--- config.mk ---
export PLATFORM = sky130hd
export DESIGN_NAME = trace_window_ctrl_flat
export DESIGN_NICKNAME = d
export VERILOG_FILES = /design/src/rtl/trace_win_pkg.sv /design/src/rtl/trace_win_if.sv /design/src/rtl/trace_win_cnt.sv /design/src/rtl/trace_window_ctrl.sv /design/src/flat_wrapper.sv
export SDC_FILE = /design/constraint.sdc
export NUM_CORES = 1
export LEC_CHECK = 0
export BUFFER_PORTS_ARGS = -buffer_cell sky130_fd_sc_hd__buf_4
export CORE_UTILIZATION = 45
export CTS_CLUSTER_DIAMETER = 100
export DETAILED_ROUTE_END_ITERATION = 10
export PLACE_DENSITY = 0.76
export SYNTH_ARGS = -nofsm -noshare
export SYNTH_HDL_FRONTEND = slang
export SYNTH_SLANG_ARGS = --single-unit
--- constraint.sdc ---
create_clock -name clk -period 3.8 [get_ports clk]
set_clock_uncertainty 0.2 [all_clocks]
set_input_delay 0.95 -clock clk [delete_from_list [all_inputs] [get_ports clk]]
set_output_delay 0.95 -clock clk [all_outputs]
set_load 0.01 [all_outputs]
--- src/rtl/trace_win_pkg.sv ---
// Shared types and default widths for the trace capture-window sequencer.
// Contents: the sequencer state enum, the default counter/index widths, the
// shadow-config struct latched on arm, and a helper that maps a repeat count
// of 0 to 1.
package trace_win_pkg;

    localparam int unsigned CNT_W  = 16;
    localparam int unsigned WIN_W  = 8;
    localparam int unsigned SCNT_W = 24;

    typedef enum logic [2:0] {
        StIdle,
        StArmed,
        StDelay,
        StOn,
        StOff,
        StDone
    } state_e;

    typedef struct packed {
        logic [CNT_W-1:0] start_dly;
        logic [CNT_W-1:0] on_len;
        logic [CNT_W-1:0] off_len;
        logic [WIN_W-1:0] repeat_cnt;
    } shadow_cfg_t;

    // A repeat count of zero still runs one window.
    function automatic logic [WIN_W-1:0] eff_repeat(input logic [WIN_W-1:0] r);
        return (r == '0) ? WIN_W'(1) : r;
    endfunction

endpackage

--- src/rtl/trace_win_if.sv ---
// Control/status bundle between a trace host and trace_window_ctrl.
// master: drives arm, abort, trig and cfg_*; observes capture_en, busy, done,
//         win_idx and sample_cnt.
// slave : the sequencer side (inputs and outputs mirrored).
interface trace_win_if #(
    parameter int unsigned CNT_W  = trace_win_pkg::CNT_W,
    parameter int unsigned WIN_W  = trace_win_pkg::WIN_W,
    parameter int unsigned SCNT_W = trace_win_pkg::SCNT_W
) ();

    logic              arm;
    logic              abort;
    logic              trig;
    logic [CNT_W-1:0]  cfg_start_dly;
    logic [CNT_W-1:0]  cfg_on_len;
    logic [CNT_W-1:0]  cfg_off_len;
    logic [WIN_W-1:0]  cfg_repeat;
    logic              capture_en;
    logic              busy;
    logic              done;
    logic [WIN_W-1:0]  win_idx;
    logic [SCNT_W-1:0] sample_cnt;

    modport master (
        output arm, abort, trig, cfg_start_dly, cfg_on_len, cfg_off_len, cfg_repeat,
        input  capture_en, busy, done, win_idx, sample_cnt
    );

    modport slave (
        input  arm, abort, trig, cfg_start_dly, cfg_on_len, cfg_off_len, cfg_repeat,
        output capture_en, busy, done, win_idx, sample_cnt
    );

endinterface

--- src/rtl/trace_win_cnt.sv ---
// Loadable down-counter with zero flag, shared by the DELAY/ON/OFF phases.
// Ports:
//   clk, rst_n  - clock, asynchronous active-low reset
//   load        - load load_val this cycle (takes priority over counting)
//   load_val    - value to load (phase length minus one)
//   zero        - count is zero, i.e. the current cycle is the last of its phase
// The counter stops at zero rather than wrapping.
module trace_win_cnt #(
    parameter int unsigned W = 16
) (
    input  logic         clk,
    input  logic         rst_n,
    input  logic         load,
    input  logic [W-1:0] load_val,
    output logic         zero
);

    logic [W-1:0] cnt_q;

    always_ff @(posedge clk or negedge rst_n) begin
        if (!rst_n) begin
            cnt_q <= '0;
        end else if (load) begin
            cnt_q <= load_val;
        end else if (cnt_q != '0) begin
            cnt_q <= cnt_q - W'(1);
        end
    end

    assign zero = (cnt_q == '0);

endmodule

--- src/rtl/trace_window_ctrl.sv ---
// Capture-window sequencer: after arm (and, with TRACE_WIN_TRIG_EN defined, a
// trigger) waits start_dly cycles, then runs repeat windows of on_len cycles of
// capture_en=1 separated by off_len cycles of capture_en=0, then pulses done.
// Ports:
//   clk, rst_n - clock, asynchronous active-low reset
//   bus        - trace_win_if slave: arm/abort/trig/cfg_* in;
//                capture_en/busy/done/win_idx/sample_cnt out
// Build option: TRACE_WIN_TRIG_EN - ARMED waits for trig=1; otherwise ARMED
// lasts one cycle and trig is ignored.
module trace_window_ctrl #(
    parameter int unsigned CNT_W  = trace_win_pkg::CNT_W,
    parameter int unsigned WIN_W  = trace_win_pkg::WIN_W,
    parameter int unsigned SCNT_W = trace_win_pkg::SCNT_W
) (
    input  logic          clk,
    input  logic          rst_n,
    trace_win_if.slave    bus
);

    import trace_win_pkg::*;

    // The shadow struct is sized by the package widths.
    if (CNT_W != trace_win_pkg::CNT_W || WIN_W != trace_win_pkg::WIN_W ||
        SCNT_W != trace_win_pkg::SCNT_W) begin : g_width_chk
        $error("trace_window_ctrl widths must match trace_win_pkg");
    end

    state_e            state_q, state_d;
    shadow_cfg_t       shd_q;
    logic              latch_cfg;
    logic [WIN_W-1:0]  win_idx_q, win_idx_d;
    logic [SCNT_W-1:0] sample_cnt_q, sample_cnt_d, sample_inc;
    logic              cap_q;
    logic              cnt_load;
    logic [CNT_W-1:0]  cnt_load_val;
    logic              cnt_zero;
    logic              go;
    logic [WIN_W-1:0]  repeat_eff;
    logic [WIN_W:0]    next_idx;
    logic              more_win;

`ifdef TRACE_WIN_TRIG_EN
    assign go = bus.trig;
`else
    logic trig_unused;
    assign trig_unused = bus.trig;
    assign go = 1'b1;
`endif

    assign repeat_eff = eff_repeat(shd_q.repeat_cnt);
    assign next_idx   = {1'b0, win_idx_q} + (WIN_W+1)'(1);
    assign more_win   = (next_idx < {1'b0, repeat_eff});

    // Saturating increment on every ON cycle, including one that is aborted.
    assign sample_inc = (state_q == StOn && sample_cnt_q != '1) ?
                        sample_cnt_q + SCNT_W'(1) : sample_cnt_q;

    trace_win_cnt #(
        .W (CNT_W)
    ) u_cnt (
        .clk      (clk),
        .rst_n    (rst_n),
        .load     (cnt_load),
        .load_val (cnt_load_val),
        .zero     (cnt_zero)
    );

    always_comb begin
        state_d      = state_q;
        win_idx_d    = win_idx_q;
        sample_cnt_d = sample_inc;
        latch_cfg    = 1'b0;
        cnt_load     = 1'b0;
        cnt_load_val = '0;

        case (state_q)
            StIdle: begin
                if (bus.arm) begin
                    state_d      = StArmed;
                    latch_cfg    = 1'b1;
                    win_idx_d    = '0;
                    sample_cnt_d = '0;
                end
            end
            StArmed: begin
                if (go) begin
                    if (shd_q.on_len == '0 && shd_q.start_dly == '0) begin
                        state_d = StDone;
                    end else if (shd_q.start_dly == '0) begin
                        state_d      = StOn;
                        cnt_load     = 1'b1;
                        cnt_load_val = shd_q.on_len - CNT_W'(1);
                    end else begin
                        state_d      = StDelay;
                        cnt_load     = 1'b1;
                        cnt_load_val = shd_q.start_dly - CNT_W'(1);
                    end
                end
            end
            StDelay: begin
                if (cnt_zero) begin
                    if (shd_q.on_len == '0) begin
                        state_d = StDone;
                    end else begin
                        state_d      = StOn;
                        cnt_load     = 1'b1;
                        cnt_load_val = shd_q.on_len - CNT_W'(1);
                    end
                end
            end
            StOn: begin
                if (cnt_zero) begin
                    if (more_win) begin
                        win_idx_d = next_idx[WIN_W-1:0];
                        cnt_load  = 1'b1;
                        // Zero-length gap: reload ON so capture_en never drops.
                        if (shd_q.off_len == '0) begin
                            state_d      = StOn;
                            cnt_load_val = shd_q.on_len - CNT_W'(1);
                        end else begin
                            state_d      = StOff;
                            cnt_load_val = shd_q.off_len - CNT_W'(1);
                        end
                    end else begin
                        state_d = StDone;
                    end
                end
            end
            StOff: begin
                if (cnt_zero) begin
                    state_d      = StOn;
                    cnt_load     = 1'b1;
                    cnt_load_val = shd_q.on_len - CNT_W'(1);
                end
            end
            StDone: begin
                state_d = StIdle;
            end
            default: begin
                state_d = StIdle;
            end
        endcase

        // Abort overrides everything, including an arm in the same cycle.
        if (bus.abort) begin
            state_d      = StIdle;
            win_idx_d    = win_idx_q;
            sample_cnt_d = sample_inc;
            latch_cfg    = 1'b0;
            cnt_load     = 1'b0;
        end
    end

    always_ff @(posedge clk or negedge rst_n) begin
        if (!rst_n) begin
            state_q      <= StIdle;
            shd_q        <= '0;
            win_idx_q    <= '0;
            sample_cnt_q <= '0;
            cap_q        <= 1'b0;
        end else begin
            state_q      <= state_d;
            win_idx_q    <= win_idx_d;
            sample_cnt_q <= sample_cnt_d;
            cap_q        <= (state_d == StOn);
            if (latch_cfg) begin
                shd_q <= '{start_dly:  bus.cfg_start_dly,
                           on_len:     bus.cfg_on_len,
                           off_len:    bus.cfg_off_len,
                           repeat_cnt: bus.cfg_repeat};
            end
        end
    end

    assign bus.capture_en = cap_q;
    assign bus.busy       = (state_q != StIdle);
    assign bus.done       = (state_q == StDone);
    assign bus.win_idx    = win_idx_q;
    assign bus.sample_cnt = sample_cnt_q;

endmodule

--- src/flat_wrapper.sv ---
// flat-port wrapper written by rule: the top's interface ports become plain ports
module trace_window_ctrl_flat import trace_win_pkg::*;
#(
    parameter int unsigned CNT_W  = trace_win_pkg::CNT_W,
    parameter int unsigned WIN_W  = trace_win_pkg::WIN_W,
    parameter int unsigned SCNT_W = trace_win_pkg::SCNT_W
)
  (clk, rst_n, bus_arm, bus_abort, bus_trig, bus_cfg_start_dly, bus_cfg_on_len, bus_cfg_off_len, bus_cfg_repeat, bus_capture_en, bus_busy, bus_done, bus_win_idx, bus_sample_cnt);
  trace_win_if #(.CNT_W(CNT_W), .WIN_W(WIN_W), .SCNT_W(SCNT_W)) bus_i ();
  input  logic clk;
  input  logic rst_n;
  input wire logic [$bits(bus_i.arm)-1:0] bus_arm;
  input wire logic [$bits(bus_i.abort)-1:0] bus_abort;
  input wire logic [$bits(bus_i.trig)-1:0] bus_trig;
  input wire logic [$bits(bus_i.cfg_start_dly)-1:0] bus_cfg_start_dly;
  input wire logic [$bits(bus_i.cfg_on_len)-1:0] bus_cfg_on_len;
  input wire logic [$bits(bus_i.cfg_off_len)-1:0] bus_cfg_off_len;
  input wire logic [$bits(bus_i.cfg_repeat)-1:0] bus_cfg_repeat;
  output wire logic [$bits(bus_i.capture_en)-1:0] bus_capture_en;
  output wire logic [$bits(bus_i.busy)-1:0] bus_busy;
  output wire logic [$bits(bus_i.done)-1:0] bus_done;
  output wire logic [$bits(bus_i.win_idx)-1:0] bus_win_idx;
  output wire logic [$bits(bus_i.sample_cnt)-1:0] bus_sample_cnt;
  assign bus_i.arm = bus_arm;
  assign bus_i.abort = bus_abort;
  assign bus_i.trig = bus_trig;
  assign bus_i.cfg_start_dly = bus_cfg_start_dly;
  assign bus_i.cfg_on_len = bus_cfg_on_len;
  assign bus_i.cfg_off_len = bus_cfg_off_len;
  assign bus_i.cfg_repeat = bus_cfg_repeat;
  assign bus_capture_en = bus_i.capture_en;
  assign bus_busy = bus_i.busy;
  assign bus_done = bus_i.done;
  assign bus_win_idx = bus_i.win_idx;
  assign bus_sample_cnt = bus_i.sample_cnt;
  trace_window_ctrl #(.CNT_W(CNT_W), .WIN_W(WIN_W), .SCNT_W(SCNT_W)) u_core (.clk(clk), .rst_n(rst_n), .bus(bus_i));
endmodule
==> impl_metrics.toml, run 1 <==
[clock_network]
cts-root-buf = "clkbuf_16"
cts_hold_buf = 0
clk_path_buf_depth = 2
cts_resized = 0
clk_latency_ns = 0.36
clkTransAtPathRegs_ns = 0.07
cts_tree = "yes"
numCtsBuffers = 9
cts_setup_buffers = 0
h-tree-depth = 3
cts_sinks = 108

[routing]
wl_per_cell_um = 16.71
ant_nets = 0
first_pass_iters = 7
vias = 6452
drc_errors = 0
totalWireLength_um = 18650
drt-initial-drc-count = 520
via_per_inst = 5.781

[critical_path]
cp_common_cell = "ha_1"
cp_cell_sequence = "ha_1 -> nand2_1 -> nor2_1 -> xor2_1 -> ha_1 -> nand3_1 -> nor3_1 -> a311o_1 -> nor4_2 -> or2_1 -> buf_12 -> mux2i_1"
required_ns = 3.89
crit_slowest_cell = "dfrtp_1"
path_depth = 12
cp-end-kind = "flop"
worst-path-buf-inv = 1
arrival_ns = 3.52
cp-start-kind = "flop"
cp_max_fo = 14
path_delay_family = "simple AND/OR/NAND/NOR gates"
reg2reg_depth = 12
max_stage_delay_ns = 0.51
critPathKind = "reg2reg"

[place]
portBuffers = 94
globalplace.congestion = 0.9713
dpl_cell_area_sq_um = 7944
dpl.hpwl_um = 13760
place_inst = 1100

[timing]
relSlewSlack = 0.5061
setup_violations = 0
rsz0062_at_grt = "false"
min_period_ns = 3.439
period_share = 0.9049
fin_setup_tns_ns = 0
timing.fmax_mhz = 290.8
tightestPinTransition_ns = 0.7341
slew_violations = 0
hold_viol = 0

[die]
die_w_um = 126.7
num_io_pins = 96
dieArea_sq_um = 16040
core_sq_um = 15200
rows = 45
die_y_um = 126.7
start_util = 0.4600

[finish]
fin_cells = 1116
n_antenna_cell = 0
post-route-util = 0.5408
register_area_sq_um = 2703
fin_area_sq_um = 8222
multi_input_area_sq_um = 4019
n_fill_cell = 1449
syn2layout_area_growth_pct = 17.57
fin_nets = 997
drive_above_1_share = 0.1810

[worst_hold_path]
hp-class = "reg2reg"
hold_depth = 1

[grt]
grt_usage = 0.2425
grt_pass1_wl_um = 30640
grt_max_degree = 90
gr-total-overflow = 0
grt_pass1_vias = 6035
antenna_found_initial = 0

[synth]
synth_cell_type_count = 67
synth.yosys.seq_area_share = 0.3865
synth_warnings = 0
synth_area_leaders = "dfrtp_1 (39%), nand2_1 (10%), xnor2_1 (4.9%)"
yosys-top-cells-count = "nand2_1 (189), dfrtp_1 (108), nor2_1 (63)"
syn_area_sq_um = 6993
yosys.area.top_type = "dfrtp_1"
ys_async_sr_fraction = 1.000
yosys.cell_count.top_type = "nand2_1"
synth_flop_cell = "dfrtp_1"
synth_cells = 841
syn_nets = 915
ys_ff_latch = 108
synth_enable_flop_cells = 0
avgSynthCellArea_sq_um = 8.315
synth_top_area_share = 0.3865

[flow_run]
maxCapViolations = 0

[outcome]
status = "completed"

[pwr]
power_density_nw_per_um2 = 487.7
p_leak_nw = 3.603
peakVddDrop_mv = 0.2556
## layout make-up
type,count,share of cell area
multi-input combinational,665,0.4888
sequential,108,0.3287
timing repair buffer,114,0.1087
clock buffer,10,0.02907
tap,188,0.02861
inverter,25,0.01141
clock inverter,6,0.004718
## kinds of logic after synthesis
kind of cell | share of synthesized area
compound gates | 0.1342
xor+xnor | 0.07765
fa+ha+maj | 0.02326
buf+inv | 0.03954
flops | 0.3865
mux | 0.02523
simple gates | 0.3137
## cell usage in the layout (no fill, tap or decap), types with 21 or more instances in the layout
cell     synthesis  layout
nor4_1          21      21
a21oi_1         22      22
xor2_1          23      23
nor2_1          63      63
o21ai_0         31      31
xnor2_1         39      39
nand2_1        189     189
nor3_1          42      42
inv_1           25      25
nand3_1         28      28
buf_4            1     111
dfrtp_1        108     108
## through the flow
| step | hold WS [ns] | power (W) | worst slack [ns] |
|---|---|---|---|
| finish | 0.2993 | 0.004010 | 0.3612 |
| global placement | 0.2712 | 0.003069 | 0.4771 |
| global route | 0.3372 | 0.004283 | 0.07956 |
| floorplan | 0.2460 | 0.002676 | 0.5360 |
| CTS | 0.2948 | 0.004002 | 0.3632 |
| detailed placement | 0.2760 | 0.003102 | 0.4080 |
## flip-flops by register name (all words and copies together), names as in the netlist
signal	flops
u_core.u_cnt.cnt_q	16
u_core.state_q	3
u_core.shd_q	56
u_core.bus.sample_cnt	24
u_core.bus.win_idx	8
u_core.bus.capture_en	1
## worst reg2reg max path, stage by stage, from the launching register on
cell     delay (ns)
dfrtp_1        0.51
ha_1           0.26
nand2_1        0.06
nor2_1         0.16
xor2_1         0.24
ha_1           0.28
nand3_1        0.14
nor3_1         0.07
a311o_1        0.47
nor4_2         0.35
or2_1          0.24
buf_12         0.18
mux2i_1        0.19
## report_power, final
group	internal [W]	switching, W
combinational	0.000580	0.000760
sequential	0.00141	0.000365
clock	0.000461	0.000432
total	0.00245	0.00156
## final timing paths
kind / startpoint / end / slack [ns]
max: u_core.bus.win_idx[0] / u_core.u_cnt.cnt_q[3] / 0.36
min: u_core.bus.sample_cnt[8] / u_core.bus.sample_cnt[8] / 0.30
max reg2reg: u_core.bus.win_idx[0] / u_core.u_cnt.cnt_q[3] / 0.36
min reg2reg: u_core.bus.sample_cnt[8] / u_core.bus.sample_cnt[8] / 0.30
max in group asynchronous: rst_n / u_core.shd_q[45] / 2.28
min in group asynchronous: rst_n / u_core.bus.sample_cnt[9] / 0.38
## layer usage
layer	share of wire	routed length (um)	GRT usage
met1	0.45	8385	0.3357
met3	0.062	1162	0.03922
met4	0.022	418	0.08964
met5	0	0	0
met2	0.47	8687	0.3841
No activity file was read; power rests on OpenSTA's default activity.
==> run 2: changes to the inputs <==
CORE_MARGIN = 4   (was default)
TNS_END_PERCENT = 1   (was default)
==> run 2 against run 1 <==
Net effect: global-route usage shrank 2.7 points; non-clock buffer count is the same; final cell count is the same; sequential share of layout area grew 0.11 points; flip-flop and latch count is the same; critical path depth is the same; routed wire length grew 0.94%.
==> impl_metrics.toml, run 2 (synthesized netlist as in run 1, its figures left out) <==
[finish]
syn2layout_area_growth_pct = 17.18
drive_above_1_share = 0.1800
largest_register = "u_core.shd_q"
n_fill_cell = 1391
final_cell_mix = "nand2_1 (189), buf_4 (113), dfrtp_1 (108)"
final_common_cell = "nand2_1"
fin_nets = 997
n_antenna_cell = 0
largest_reg_flops = 56

[pwr]
p_leak_nw = 3.591
power_frac_seq = 0.444
internal_power_w = 0.002440
comb_power_share = 0.334
p_sw_w = 0.001564
p_clk_frac = 0.222
power_density_nw_per_um2 = 488.7
totalPowerFinal_w = 0.004005
peakVddDrop_mv = 0.2394
p_sw_frac = 0.3906

[clock_network]
cts_setup_buffers = 0
clk_latency_ns = 0.36
cts_resized = 0
clk_path_buf_depth = 2
h-tree-depth = 3
clkTransAtPathRegs_ns = 0.08
cts_sinks = 108
cts_tree = "yes"
cts_hold_buf = 0
numCtsBuffers = 9
cts-root-buf = "clkbuf_16"

[grt]
grt_usage = 0.2151
gr-total-overflow = 0
grt_pass1_vias = 6084
antenna_found_initial = 0
grt_max_degree = 90
grt_pass1_wl_um = 31080

[routing]
via_per_inst = 5.742
drt-initial-drc-count = 528
wl_per_cell_um = 16.87
vias = 6408
ant_nets = 0
drc_errors = 0
first_pass_iters = 6
totalWireLength_um = 18830

[timing]
hold_viol = 0
fin_setup_tns_ns = 0
tightestPinTransition_ns = 0.8432
rsz0062_at_grt = "false"
slew_violations = 0
setup_violations = 0
timing.fmax_mhz = 291.1
min_period_ns = 3.435
relSlewSlack = 0.4379
period_share = 0.9040

[critical_path]
cp-start-kind = "flop"
cp_max_fo = 9
critPathKind = "reg2reg"
required_ns = 3.89
cp-end-kind = "flop"
arrival_ns = 3.52

[die]
die_w_um = 132.7
start_util = 0.4600
core_sq_um = 15200
rows = 45
die_y_um = 132.7
num_io_pins = 96
dieArea_sq_um = 17600

[place]
globalplace.congestion = 0.9954
portBuffers = 94
dpl.hpwl_um = 13970

[worst_hold_path]
hp-class = "reg2reg"

[outcome]
status = "completed"

[flow_run]
maxCapViolations = 0
run 2: path summary, 6_finish.rpt:
kind,startpoint,end,slack (ns),cells after the start
setup / recovery,u_core.bus.win_idx[0],u_core.bus.win_idx[4],0.36,12
hold / removal,u_core.shd_q[0],u_core.shd_q[0],0.30,2
setup reg to reg,u_core.bus.win_idx[0],u_core.bus.win_idx[4],0.36,12
hold reg to reg,u_core.shd_q[0],u_core.shd_q[0],0.30,2
max in group asynchronous,rst_n,u_core.shd_q[45],2.24,2
min in group asynchronous,rst_n,u_core.bus.sample_cnt[6],0.40,1
run 2: power groups by stage:
stage | combinational, W | clock [W] | sequential [W]
6_report | 0.00134 | 0.000889 | 0.00178
4_1_cts | 0.00133 | 0.000910 | 0.00177
3_5_place_dp | 0.00132 | 0 | 0.00178
2_1_floorplan | 0.00101 | 0 | 0.00166
5_1_grt | 0.00150 | 0.000945 | 0.00182
3_3_place_gp | 0.00129 | 0 | 0.00178
run 2: cell type report:
cell class | instances | area [sq um] | share of cell area
inverter | 25 | 93.84 | 0.01145
clock inverter | 6 | 46.29 | 0.005650
clock buffer | 10 | 229.0 | 0.02794
sequential | 108 | 2703 | 0.3298
tap | 188 | 235.2 | 0.02871
multi-input combinational | 665 | 4019 | 0.4905
timing repair buffer | 114 | 868.3 | 0.1060
run 2: metal layers:
metal | GRT usage | part of all wire | wire [um] | vias up
met4 | 0.08949 | 0.031 | 585 | 0
li1 | - | - | - | 3146
met2 | 0.3296 | 0.45 | 8535 | 215
met5 | 0 | 0 | 0 | -
met3 | 0.03118 | 0.059 | 1111 | 41
met1 | 0.3059 | 0.46 | 8596 | 3006
run 2: critical path, stage by stage, from the launching register on:
cell	delay, ns
dfrtp_1	0.52
ha_1	0.26
nand2_1	0.07
nor2_1	0.16
xor2_1	0.21
ha_1	0.27
nand3_1	0.15
nor3_1	0.07
a311o_1	0.48
o31ai_2	0.38
and2_1	0.21
buf_4	0.18
mux2i_1	0.18
run 2: per-stage QoR:
stage	hold WS, ns	worst slack [ns]	utilization	cells	area (sq um)
2_1_floorplan	0.2460	0.5360	-	841	6993
3_5_place_dp	0.2794	0.4003	0.5209	1100	7919
6_report	0.2978	0.3650	0.5390	1116	8194
5_1_grt	0.3298	0.1529	0.5390	1116	8194
4_1_cts	0.2984	0.3888	0.5390	1116	8194
3_3_place_gp	0.2673	0.4891	0.5209	1100	7919
==> run 3: changes to the inputs <==
CORE_UTILIZATION = 59   (was 45)
PLACE_DENSITY = 0.93   (was 0.76)
==> run 3 against run 2 <==
Net effect: via count up 4.9%; worst hold slack better by 0.0050 ns; flip-flop and latch count unchanged; clock power down 6.2%; routed wire length up 1.1%; register-to-register slack worse by 0.16 ns; sequential share of layout area up 0.32 points; worst setup slack worse by 0.16 ns; non-clock buffer count down 1; cell area down 0.96%; core utilization up 17 points; global-route usage up 6.6 points; highest routed layer unchanged.
==> impl_metrics.toml, run 3 (synthesized netlist as in run 1, its figures left out) <==
[routing]
vias = 6720
wl_per_cell_um = 17.84
ant_nets = 0
totalWireLength_um = 19040
top_layer = "met4"
first_pass_iters = 5
wl_met3_um = 1769
met1_length_um = 7795
via_per_inst = 6.298
drc_errors = 0
drt-initial-drc-count = 811
wl_met2_um = 8863

[critical_path]
critPathKind = "reg2reg"
required_ns = 3.83
r2r-end = "u_core.bus.win_idx[0]"
cp_max_fo = 9
crit_slowest_cell = "dfrtp_1"
max_stage_delay_ns = 0.47
ff2ff_setup_slack_ns = 0.20
worst-path-buf-inv = 0
cp-end-kind = "flop"
path_delay_family = "compound AO/OA/AOI/OAI gates"
reg2reg_depth = 11
cp-start-kind = "flop"
cp_cell_sequence = "ha_1 -> nand2_1 -> nor2_1 -> xor2_1 -> ha_1 -> nand3_1 -> nor3_1 -> a311o_1 -> o31ai_2 -> and2_1 -> mux2_1"
cp_common_cell = "ha_1"
r2r-start = "u_core.bus.win_idx[0]"
arrival_ns = 3.63

[clock_network]
cts_tree = "yes"
cts_hold_buf = 0
clk_path_buf_depth = 2
cts-root-buf = "clkbuf_16"
clk_latency_ns = 0.35
numCtsBuffers = 9
cts_resized = 0
h-tree-depth = 3
cts_sinks = 108
cts_setup_buffers = 0
clkTransAtPathRegs_ns = 0.07

[finish]
largest_reg_flops = 56
syn2layout_area_growth_pct = 16.05
fin_nets = 996
final_cell_mix = "nand2_1 (189), buf_4 (111), dfrtp_1 (108)"
post-route-util = 0.7047
drive_above_1_share = 0.1753
largest_register = "u_core.shd_q"
final_common_cell = "nand2_1"
n_antenna_cell = 0

[die]
rows = 39
dieArea_sq_um = 13660
die_w_um = 116.9
die_y_um = 116.9
start_util = 0.6072
core_sq_um = 11520
num_io_pins = 96

[worst_hold_path]
hold_path_end = "u_core.shd_q[0]"
min_from = "u_core.shd_q[0]"
hp-class = "reg2reg"
hold_depth = 2

[pwr]
totalPowerFinal_w = 0.003980
power_density_nw_per_um2 = 490.4
p_leak_nw = 3.574
peakVddDrop_mv = 0.2882

[timing]
min_period_ns = 3.596
tightestPinTransition_ns = 0.8799
slew_violations = 0
period_share = 0.9464
fin_setup_tns_ns = 0
relSlewSlack = 0.4089
hold_ws_ns = 0.3028
setup_violations = 0
timing.fmax_mhz = 278.1
rsz0062_at_grt = "false"
hold_viol = 0

[outcome]
status = "completed"

[place]
portBuffers = 94
dpl.hpwl_um = 13880
globalplace.congestion = 0.9814

[grt]
grt_usage = 0.2811
grt_max_degree = 109
grt_pass1_vias = 6343
gr-total-overflow = 0
grt_pass1_wl_um = 30660
antenna_found_initial = 0

[flow_run]
maxCapViolations = 0
==> run 3: final cells by class <==
cell class                      count  area [sq um]
Clock buffer                       11         232.7
Clock inverter                      2         15.01
Fill cell                         831          3401
Inverter                           25         93.84
Multi-Input combinational cell    665          4019
Sequential cell                   108          2703
Tap cell                          143         178.9
Timing Repair Buffer              113         873.3
==> run 3: per-layer routing <==
layer  vias up  track usage
met2       389       0.4414
met5         -            0
met4         0       0.1231
met3        70      0.05296
met1      3128       0.3827
li1       3133            -
==> run 3: how the worst max path moves through the flow <==
stage | startpoint | endpoint | slack, ns | depth (start not counted)
after global placement | u_core.bus.win_idx[0] | u_core.bus.win_idx[0] | 0.38 | 11
after CTS | u_core.bus.win_idx[0] | u_core.bus.win_idx[0] | 0.26 | 11
final | u_core.bus.win_idx[0] | u_core.bus.win_idx[0] | 0.20 | 11
after floorplan | u_core.bus.win_idx[0] | u_core.bus.win_idx[0] | 0.54 | 13
after detailed placement | u_core.bus.win_idx[0] | u_core.bus.win_idx[0] | 0.30 | 11
after global routing | u_core.bus.win_idx[2] | u_core.bus.win_idx[0] | 0.03 | 11
==> run 3: power breakdown <==
part,internal [W],total [W],switching (W)
clock network,0.000434,0.000834,0.000400
logic,0.000581,0.00136,0.000782
registers,0.00141,0.00178,0.000371
total,0.00243,0.00398,0.00155
==> run 3: per-stage QoR <==
| step | std cells | setup WS, ns | cell area [sq um] |
|---|---|---|---|
| 2_1_floorplan | 841 | 0.5360 | 6993 |
| 3_3_place_gp | 1054 | 0.3755 | 7868 |
| 3_5_place_dp | 1054 | 0.2978 | 7868 |
| 4_1_cts | 1067 | 0.2593 | 8115 |
| 5_1_grt | 1067 | 0.03131 | 8115 |
| 6_report | 1067 | 0.2035 | 8115 |
==> run 3: worst reg2reg max path, stage by stage, from the launching register on <==
cell     delay [ns]
dfrtp_1        0.47
ha_1           0.25
nand2_1        0.07
nor2_1         0.18
xor2_1         0.23
ha_1           0.28
nand3_1        0.15
nor3_1         0.08
a311o_1        0.47
o31ai_2        0.38
and2_1         0.37
mux2_1         0.36
